**src/rtl/bist_pkg.sv**
```systemverilog
// bist_pkg
//   Shared definitions for the BIST response-side blocks.
//   - state_t   : checker FSM states (IDLE / RUN / DONE)
//   - POLY_*    : default MISR feedback polynomials per signature width
//   - misr_next : one MISR step on a SIG_MAX-wide container; only the low
//                 w bits are meaningful, the rest are returned as zero.
package bist_pkg;

    typedef enum logic [1:0] {
        IDLE = 2'd0,
        RUN  = 2'd1,
        DONE = 2'd2
    } state_t;

    localparam int SIG_MAX = 64;

    localparam logic [7:0]  POLY_8  = 8'hB8;
    localparam logic [15:0] POLY_16 = 16'h8016;
    localparam logic [31:0] POLY_32 = 32'h8020_0003;

    // Shift left, fold the bit that falls off the top back in through the
    // polynomial, then inject the data word. w is the live register width.
    function automatic logic [SIG_MAX-1:0] misr_next(
        input logic [SIG_MAX-1:0] sig,
        input logic [SIG_MAX-1:0] data,
        input logic [SIG_MAX-1:0] poly,
        input int unsigned        w
    );
        logic [SIG_MAX-1:0] mask;
        logic [SIG_MAX-1:0] nxt;
        logic               msb;
        mask = '1;
        mask = mask >> (SIG_MAX - w);
        msb  = |(sig & (64'd1 << (w - 1)));
        nxt  = (sig << 1) ^ (msb ? poly : '0) ^ data;
        return nxt & mask;
    endfunction

endpackage

```
**src/rtl/bist_misr.sv**
```systemverilog
// bist_misr
//   Multiple-input signature register. Also used by the pattern-side LFSR
//   checks, so it knows nothing about sessions beyond clear/enable.
//   Ports:
//     clk, rst_n : clock, async active-low reset (signature -> 0)
//     clear      : synchronous clear to zero, wins over en
//     en         : advance one MISR step, injecting data
//     data       : word injected this step (already zero-extended)
//     sig        : current signature
module bist_misr
    import bist_pkg::*;
#(
    parameter int               SIG_W = 16,
    parameter logic [SIG_W-1:0] POLY  = 16'h8016
) (
    input  logic             clk,
    input  logic             rst_n,
    input  logic             clear,
    input  logic             en,
    input  logic [SIG_W-1:0] data,
    output logic [SIG_W-1:0] sig
);

    logic [SIG_W-1:0] sig_nxt;

    assign sig_nxt = SIG_W'(misr_next(SIG_MAX'(sig), SIG_MAX'(data),
                                      SIG_MAX'(POLY), SIG_W));

    always_ff @(posedge clk or negedge rst_n) begin
        if (!rst_n)
            sig <= '0;
        else if (clear)
            sig <= '0;
        else if (en)
            sig <= sig_nxt;
    end

endmodule

```
**config.mk**
```make
export PLATFORM = sky130hd
export DESIGN_NAME = bist_misr
export DESIGN_NICKNAME = d
export VERILOG_FILES = /design/src/rtl/bist_pkg.sv /design/src/rtl/bist_misr.sv
export SDC_FILE = /design/constraint.sdc
export NUM_CORES = 1
export LEC_CHECK = 0
export CORE_ASPECT_RATIO = 0.5
export CORE_MARGIN = 10
export CORE_UTILIZATION = 30
export CTS_CLUSTER_DIAMETER = 60
export DETAILED_ROUTE_END_ITERATION = 7
export SLEW_MARGIN = 20
export SYNTH_ARGS = -nofsm -noshare
export SYNTH_HDL_FRONTEND = slang
export SYNTH_SLANG_ARGS = --single-unit
```
**constraint.sdc**
```tcl
create_clock -name clk -period 1 [get_ports clk]
set_clock_uncertainty 0.15 [all_clocks]
set_input_delay 0.15 -clock clk [delete_from_list [all_inputs] [get_ports clk]]
set_output_delay 0.15 -clock clk [all_outputs]
set_load 0.05 [all_outputs]
```
# After elaboration in Yosys (flattened, before gate mapping)
# Cells that the tools add are included.
[word_totals] reg_bits=16 inputBits=20 out_inout_bits=16 elab_cells=7
[op_classes] mux=3 bitwise=2 reduce_logical=1
[ops] op="16-bit 2-to-1 mux" count=3
[ops] op="16-bit bitwise XOR" count=2
[ops] op="2-bit nonzero test" count=1

# Logic depth before layout (Yosys ltp)
[logic_depth] word_depth=5 ltp_mapped=4 depth_no_buf=3

# Worst setup path after synthesis
# No wires, ideal clock.
[synth_path] kind="reg2reg" start="reg sig[14]" end="reg sig[15]" setup_ns=0.120 arrival_ns=1.130 t_required_ns=0.730 setup_slack_ns=-0.400 stages_incl_launch_ff=4 path_buffers=0 synth_period_minus_slack_ns=1.400 cell_sequence="dfrtp_1 -> xor2_1 -> a21oi_1 -> a31o_2"
[synth_between] elab_chain_cells=4
[synth_rtl] item="from (decl)" line_no="bist_misr.sv:21" text="output logic [SIG_W-1:0] sig"
[synth_rtl] item="from (signal assigned)" line_no="bist_misr.sv:35" text="sig <= sig_nxt;"
[synth_rtl] item="16-bit bitwise XOR (2 in a row)" line_no="bist_pkg.sv:35" text="nxt = (sig << 1) ^ (msb ? poly : '0) ^ data;"
[synth_rtl] item="16-bit 2-to-1 mux" line_no="bist_misr.sv:34" text="else if (en)"
[synth_rtl] item="16-bit 2-to-1 mux" line_no="bist_misr.sv:32" text="else if (clear)"
# Every way passes these cells. The select of a mux whose other input is x is not followed.
# A chain may end at the register's enable or synchronous reset.

# Worst setup path in the final report
[layout_path] start="reg sig[3]" end="out sig[3]"
# No word-level cell between the ends.

==> reports/results.tsv <==
metric	value	unit
largest_reg_flops	16	
largest-register	sig	
port_buffers	35	
dr.first_iter.drc_count	35	
ios	36	
grtUsageTotal	9.97	%
crit_required	0.70	ns
violations	negative setup slack	
route.detailed.drc	0	
avgViaCountPerCell	4.56	
diodes	0	
maxSlewHeadroom	86.2	%
status	finished, violations left	
synth_top_area_share	46.1	%
crit_type	reg2out	
dr_total_vias	766	
critPathArrivalTime	0.96	ns
dieArea	5580	um2
hold_slack	0.0700	ns
grt_max_degree	17	
fin_crit	1.26	ns
area_growth	115	%
top_regs	sig x16	
start_kind	flip-flop	
clock_sink_count	16	
p_comb_share	43.0	%
h-tree-depth	1	
fin_ws	-0.256	ns
cts_hold_buf	0	
grt_pass1_wl	4360	um
die_height	58.0	um
worstPathMaxFanout	2	
cp_slowest_stage_delay	0.43	ns
yosysWarningCount	0	
worst-path-buf-inv	2	
clkSlewWorstSetupHoldPaths	0.07	ns
syn_inst	75	
clock_tree.root_cell	clkbuf_8	
cp_slowest_cell	dfrtp_2	
core_area	2680	um2
synth_area_per_cell	11.6	um2
ys_seq_area_share	46.1	%
rsz0062_at_grt	yes	
overflow	0	
utilization	69.5	%
worstMarginPinSlew	0.206	ns
initial_core_util	32.4	%
post-dp-hpwl	1830	um
yosysTopAreaCell	dfrtp_1	
grt_pass1_vias	876	
firstDrtPassIters	4	
crit_path_cell_trace	buf_6 > buf_12	
ant_nets	0	
switching_share	32.4	%
yosys-top-cells-area	dfrtp_1 46%, xnor2_1 14%, a211oi_2 10%	
p_leak	0.766	nW
powerDensity	1320	nW/um2
routed_wl	2620	um
crit_family	flip-flops	
synth_cell_types	17	
cap_violations	0	
netlist_area	868	um2
drive_above_1_share	65.6	%
cts_tree	done	
setup_viol	31	
netSwitchingPower	0.796	mW
power_frac_seq	32.6	%
hold_class	in2async	
gp_congestion	0.674	
internal_power	1.66	mW
cts-buffers-inserted	3	
synth.ff_latch_count	16	
clock.fmax	796	MHz
min_period_over_period	126	%
antenna_found_initial	0	
routedWlPerCell	15.6	um
cts_max_path_buffers	2	
pwr-share-clk	24.4	%
hold_viol_final	0	
insertion_delay	0.26	ns
finalNetCount	152	
end_kind	output port	
drv_slew	0	
place_ws	-0.458	ns
peakVddDrop	0.571	mV
placementRows	13	
synth_nets	95	
die_w	96.1	um
## cell type report
cell class | count | area (um2)
Tap cell | 37 | 46.3
Sequential cell | 16 | 420
Fill cell | 187 | 820
Multi-Input combinational cell | 54 | 588
Clock buffer | 4 | 55.1
Timing Repair Buffer | 57 | 754
## routing by layer
metal  routed length, um  global-route usage [%]  up-vias
li1                    -                       -      368
met1                1140                    12.4      377
met2                1380                    15.8       18
met3                  87                    3.08        3
met4                   9                    3.76        0
met5                   0                       0        -
## what timing repair did
action / in CTS / in global routing
resized for setup: 19 / 12
setup endpoints to repair: 32 / 32
pin swaps: 2 / 6
endpoints found under the hold margin: 0 / 0
buffers inserted: 10 / 0
## through the flow
step,power [mW],setup TNS (ns),cell area (um2),std cells
after floorplan,1.23,-1.83,963,75
after global placement,1.67,-6.34,1580,154
after detailed placement,1.69,-6.91,1580,154
after CTS,2.40,-4.29,1780,168
after global routing,2.56,-5.46,1860,168
final,2.45,-4.35,1860,168
## layout by cell type (no fill, tap or decap), types with 3 or more instances in the layout
cell	synthesis	final
buf_12	1	18
o21ai_1	3	3
buf_4	1	5
buf_6	2	15
dfrtp_2	0	16
xnor2_2	0	9
mux2i_1	4	4
clkdlybuf4s50_1	0	17
a211oi_2	7	10
nand2b_1	4	4
xnor2_4	0	4
clkbuf_8	0	4
nor2_1	13	11
## synthesized netlist by cell type
cell type and instances:
buf_2 1, o21ai_1 3, xnor2_1 14, a211oi_2 7, a211oi_1 4, a21oi_1 1, and3b_1 1, dfrtp_1 16
nand2b_1 4, mux2i_1 4, nor3b_2 1, nor2_1 13, a31o_2 1, buf_6 2, buf_4 1, xor2_1 1
buf_12 1
## path summary, 6_finish.rpt
| path | end | startpoint | cells after the start | slack [ns] |
|---|---|---|---|---|
| setup / recovery | sig[3] | sig[3]$_DFFE_PN0P_ | 2 | -0.26 |
| hold / removal | sig[6]$_DFFE_PN0P_ | rst_n | 2 | 0.07 |
| setup reg to reg | sig[4]$_DFFE_PN0P_ | sig[3]$_DFFE_PN0P_ | 4 | -0.24 |
| hold reg to reg | sig[12]$_DFFE_PN0P_ | sig[11]$_DFFE_PN0P_ | 2 | 0.47 |
| max in group asynchronous | sig[5]$_DFFE_PN0P_ | rst_n | 2 | 0.49 |
| min in group clk | sig[10]$_DFFE_PN0P_ | clear | 3 | 0.36 |
## logic make-up after synthesis
kind of cell	count (synthesis)	share of synthesized area, %
and+or+nand+nor	19	11.0
muxes	4	4.61
DFF	16	46.1
xor gates and xnor gates	15	15.1
AOI/OAI and AO/OA	16	16.9
buffers and inverters	5	6.34
## power groups by stage
| stage | sequential (mW) | combinational (mW) | clock, mW |
|---|---|---|---|
| after floorplan | 0.991 | 0.244 | 0 |
| after global placement | 0.812 | 0.861 | 0 |
| after detailed placement | 0.816 | 0.873 | 0 |
| after CTS | 0.792 | 0.999 | 0.605 |
| after global routing | 0.807 | 1.11 | 0.644 |
| final | 0.799 | 1.06 | 0.599 |
Note: power is estimated with default switching activity, not from simulation.
==> RTL change (same flow settings) <==
Put one more register stage on the output `sig`, with the module's reset. The value now appears one clock later.
--- a/src/rtl/bist_misr.sv
+++ b/src/rtl/bist_misr.sv
@@ -22,16 +22,26 @@
 );
 
+    logic [SIG_W-1:0] sig_s0;
+
     logic [SIG_W-1:0] sig_nxt;
 
-    assign sig_nxt = SIG_W'(misr_next(SIG_MAX'(sig), SIG_MAX'(data),
+    assign sig_nxt = SIG_W'(misr_next(SIG_MAX'(sig_s0), SIG_MAX'(data),
                                       SIG_MAX'(POLY), SIG_W));
 
     always_ff @(posedge clk or negedge rst_n) begin
         if (!rst_n)
+            sig_s0 <= '0;
+        else if (clear)
+            sig_s0 <= '0;
+        else if (en)
+            sig_s0 <= sig_nxt;
+    end
+
+    always_ff @(posedge clk or negedge rst_n) begin
+        if (!rst_n) begin
             sig <= '0;
-        else if (clear)
-            sig <= '0;
-        else if (en)
-            sig <= sig_nxt;
+        end else begin
+            sig <= sig_s0;
+        end
     end
 
Formal check against the unedited RTL: not equivalent (a bounded check fails within 4 cycles, from zero or initial values and one cycle with rst_n low).
==> RTL change against the original RTL <==
The run still ends with negative setup slack left; combinational power fell by 12%; count of clock-buffer cells in the layout is 2 higher; sequential cell count is 16 higher; worst setup slack better by 110 ps; power up 49%; area after synthesis increased by 46%; cell area increased by 17%; routed wire length increased by 9.7%; via count grew 14%; non-clock buffer count unchanged; utilization fell by 15 points; critical endpoint is now sig[12].
==> RTL change: results (changes against the original RTL) <==
status=finished with violations (unchanged); failing checks=negative setup slack (unchanged); gpl congestion=0.696 (was 0.674); ranking of synthesized cells by area=dfrtp_1 (63%), xnor2_1 (9.7%), a211oi_2 (6.9%) (was dfrtp_1 (46%), xnor2_1 (14%), a211oi_2 (10%)); Max rail drop VDD=0.572 mV (was 0.571 mV); CP top delay family=flip-flops (unchanged); vias in the first global route=971 (was 876); clock latency on the worst-skew pair=290 ps (was 260 ps); Syn Nets=111 (was 95); Placed Cells=190 (was 154); placed wire-length estimate=2.09 mm (was 1.83 mm); H-tree depth=2 (was 1); Place WS=-489 ps (was -458 ps); Post-Route Setup TNS=-2650 ps (was -4350 ps); CP Max Fanout=1 (was 2); global-route wire length before repair=4.67 mm (was 4.36 mm); multiplexer share of the synthesized area=0.0316 (was 0.0461); Worst Path Arrival=840 ps (was 960 ps); fin nets=170 (was 152); Setup Buffers After CTS=4 (was 10); leakage=0.975 nW (was 0.766 nW); clock buffer depth=2 (unchanged); XOR/XNOR Fraction of Synth Area=0.104 (was 0.151); Setup-failing EPs final=21 (was 31); share of cells above drive strength 1=0.450 (was 0.656); Fillers=324 (was 187); Post-DP Area=1920 um^2 (was 1580 um^2); Synth Warn #=0 (unchanged); worst slew pin tran=235 ps (was 206 ps); FF-to-FF Start=sig_s0[15] (was sig[3]); Synth top cells by count=dfrtp_1 (32), xnor2_1 (14), nor2_1 (13) (was dfrtp_1 (16), xnor2_1 (14), nor2_1 (13)); post-route insts no fill=205 (was 168); highest-delay cell along the critical path=dfrtp_1 (was dfrtp_2); via-per-instance ratio=4.24 (was 4.56); Synth Area in Compound Gates=0.115 (was 0.169); ant diodes=0 (unchanged); R2R depth=3 (was 4); CTS buffer count=5 (was 3); initial drt markers=20 (was 35); top flop regs=sig (16), sig_s0 (16) (was sig (16)); max incr delay on CP=400 ps (was 430 ps); pin count of the biggest net entering global routing=33 (was 17); DR WL/cell=14.0 um (was 15.6 um); Resized Gates After CTS=11 (was 19); critical path startpoint=sig[12] (was sig[3]); Post-synth ARST share=1.00 (unchanged); Tot GR Track Use=0.0800 (was 0.0997); mean cell area of the mapped netlist=13.9 um^2 (was 11.6 um^2); sequential-to-total area share from yosys stat=0.631 (was 0.461); Power Internal=2.66 mW (was 1.66 mW); PnR worst setup slack=-144 ps (was -256 ps); Unique masters post-synth=17 (unchanged); initial antenna violation count=0 (unchanged); Root Driver=clkbuf_8 (unchanged); drt pass-1 iters=4 (unchanged); PortBufs=35 (unchanged)
## RTL change: cell count changes in the layout (fill, tap and decap cells not counted), moves of 2 or more
cell     delta
xnor2_2     -2
xnor2_1     +6
buf_4      +11
dfrtp_1    +32
dfrtp_2    -16
xnor2_4     -4
buf_6      -10
## RTL change: final cells by class
| cell class | instances | area (um^2) | share of cell area |
|---|---|---|---|
| Clock buffer | 6 | 72.6 | 0.0332 |
| Clock inverter | 2 | 35.0 | 0.0160 |
| Multi-Input combinational cell | 54 | 505 | 0.231 |
| Sequential cell | 32 | 801 | 0.366 |
| Tap cell | 54 | 67.6 | 0.0309 |
| Timing Repair Buffer | 57 | 704 | 0.322 |
## RTL change: path summary, 6_finish.rpt
path,end,slack [ps]
min reg2reg,sig[7],280
min in group clk,sig_s0[0],270
max in group asynchronous,sig_s0[3],460
max,sig[12],-140
max reg2reg,sig_s0[4],-120
min,sig[8],70
## RTL change: power by group through the flow
stage	clock, mW	combinational (mW)	sequential [mW]
6_report	1.21	0.938	1.51
5_1_grt	1.30	0.991	1.52
4_1_cts	1.25	0.898	1.51
3_5_place_dp	0	0.850	1.53
3_3_place_gp	0	0.841	1.53
2_1_floorplan	0	0.210	1.69
## RTL change: cell families (layout without fill, tap and decap cells)
| group | after synthesis | after routing |
|---|---|---|
| AO/OA/AOI/OAI | 16 | 16 |
| XOR/XNOR | 15 | 15 |
| buffers and inverters | 5 | 65 |
| flip-flops | 32 | 32 |
| multiplexers | 4 | 4 |
| AND/OR/NAND/NOR | 19 | 19 |
## RTL change: layer usage
layer  global-route usage  wire length [um]  up-vias
met5                    0                 0        -
met4               0.0613                80        0
met3               0.0254               113        8
met2                0.139              1530       15
met1               0.0815              1150      425
li1                     -                 -      422
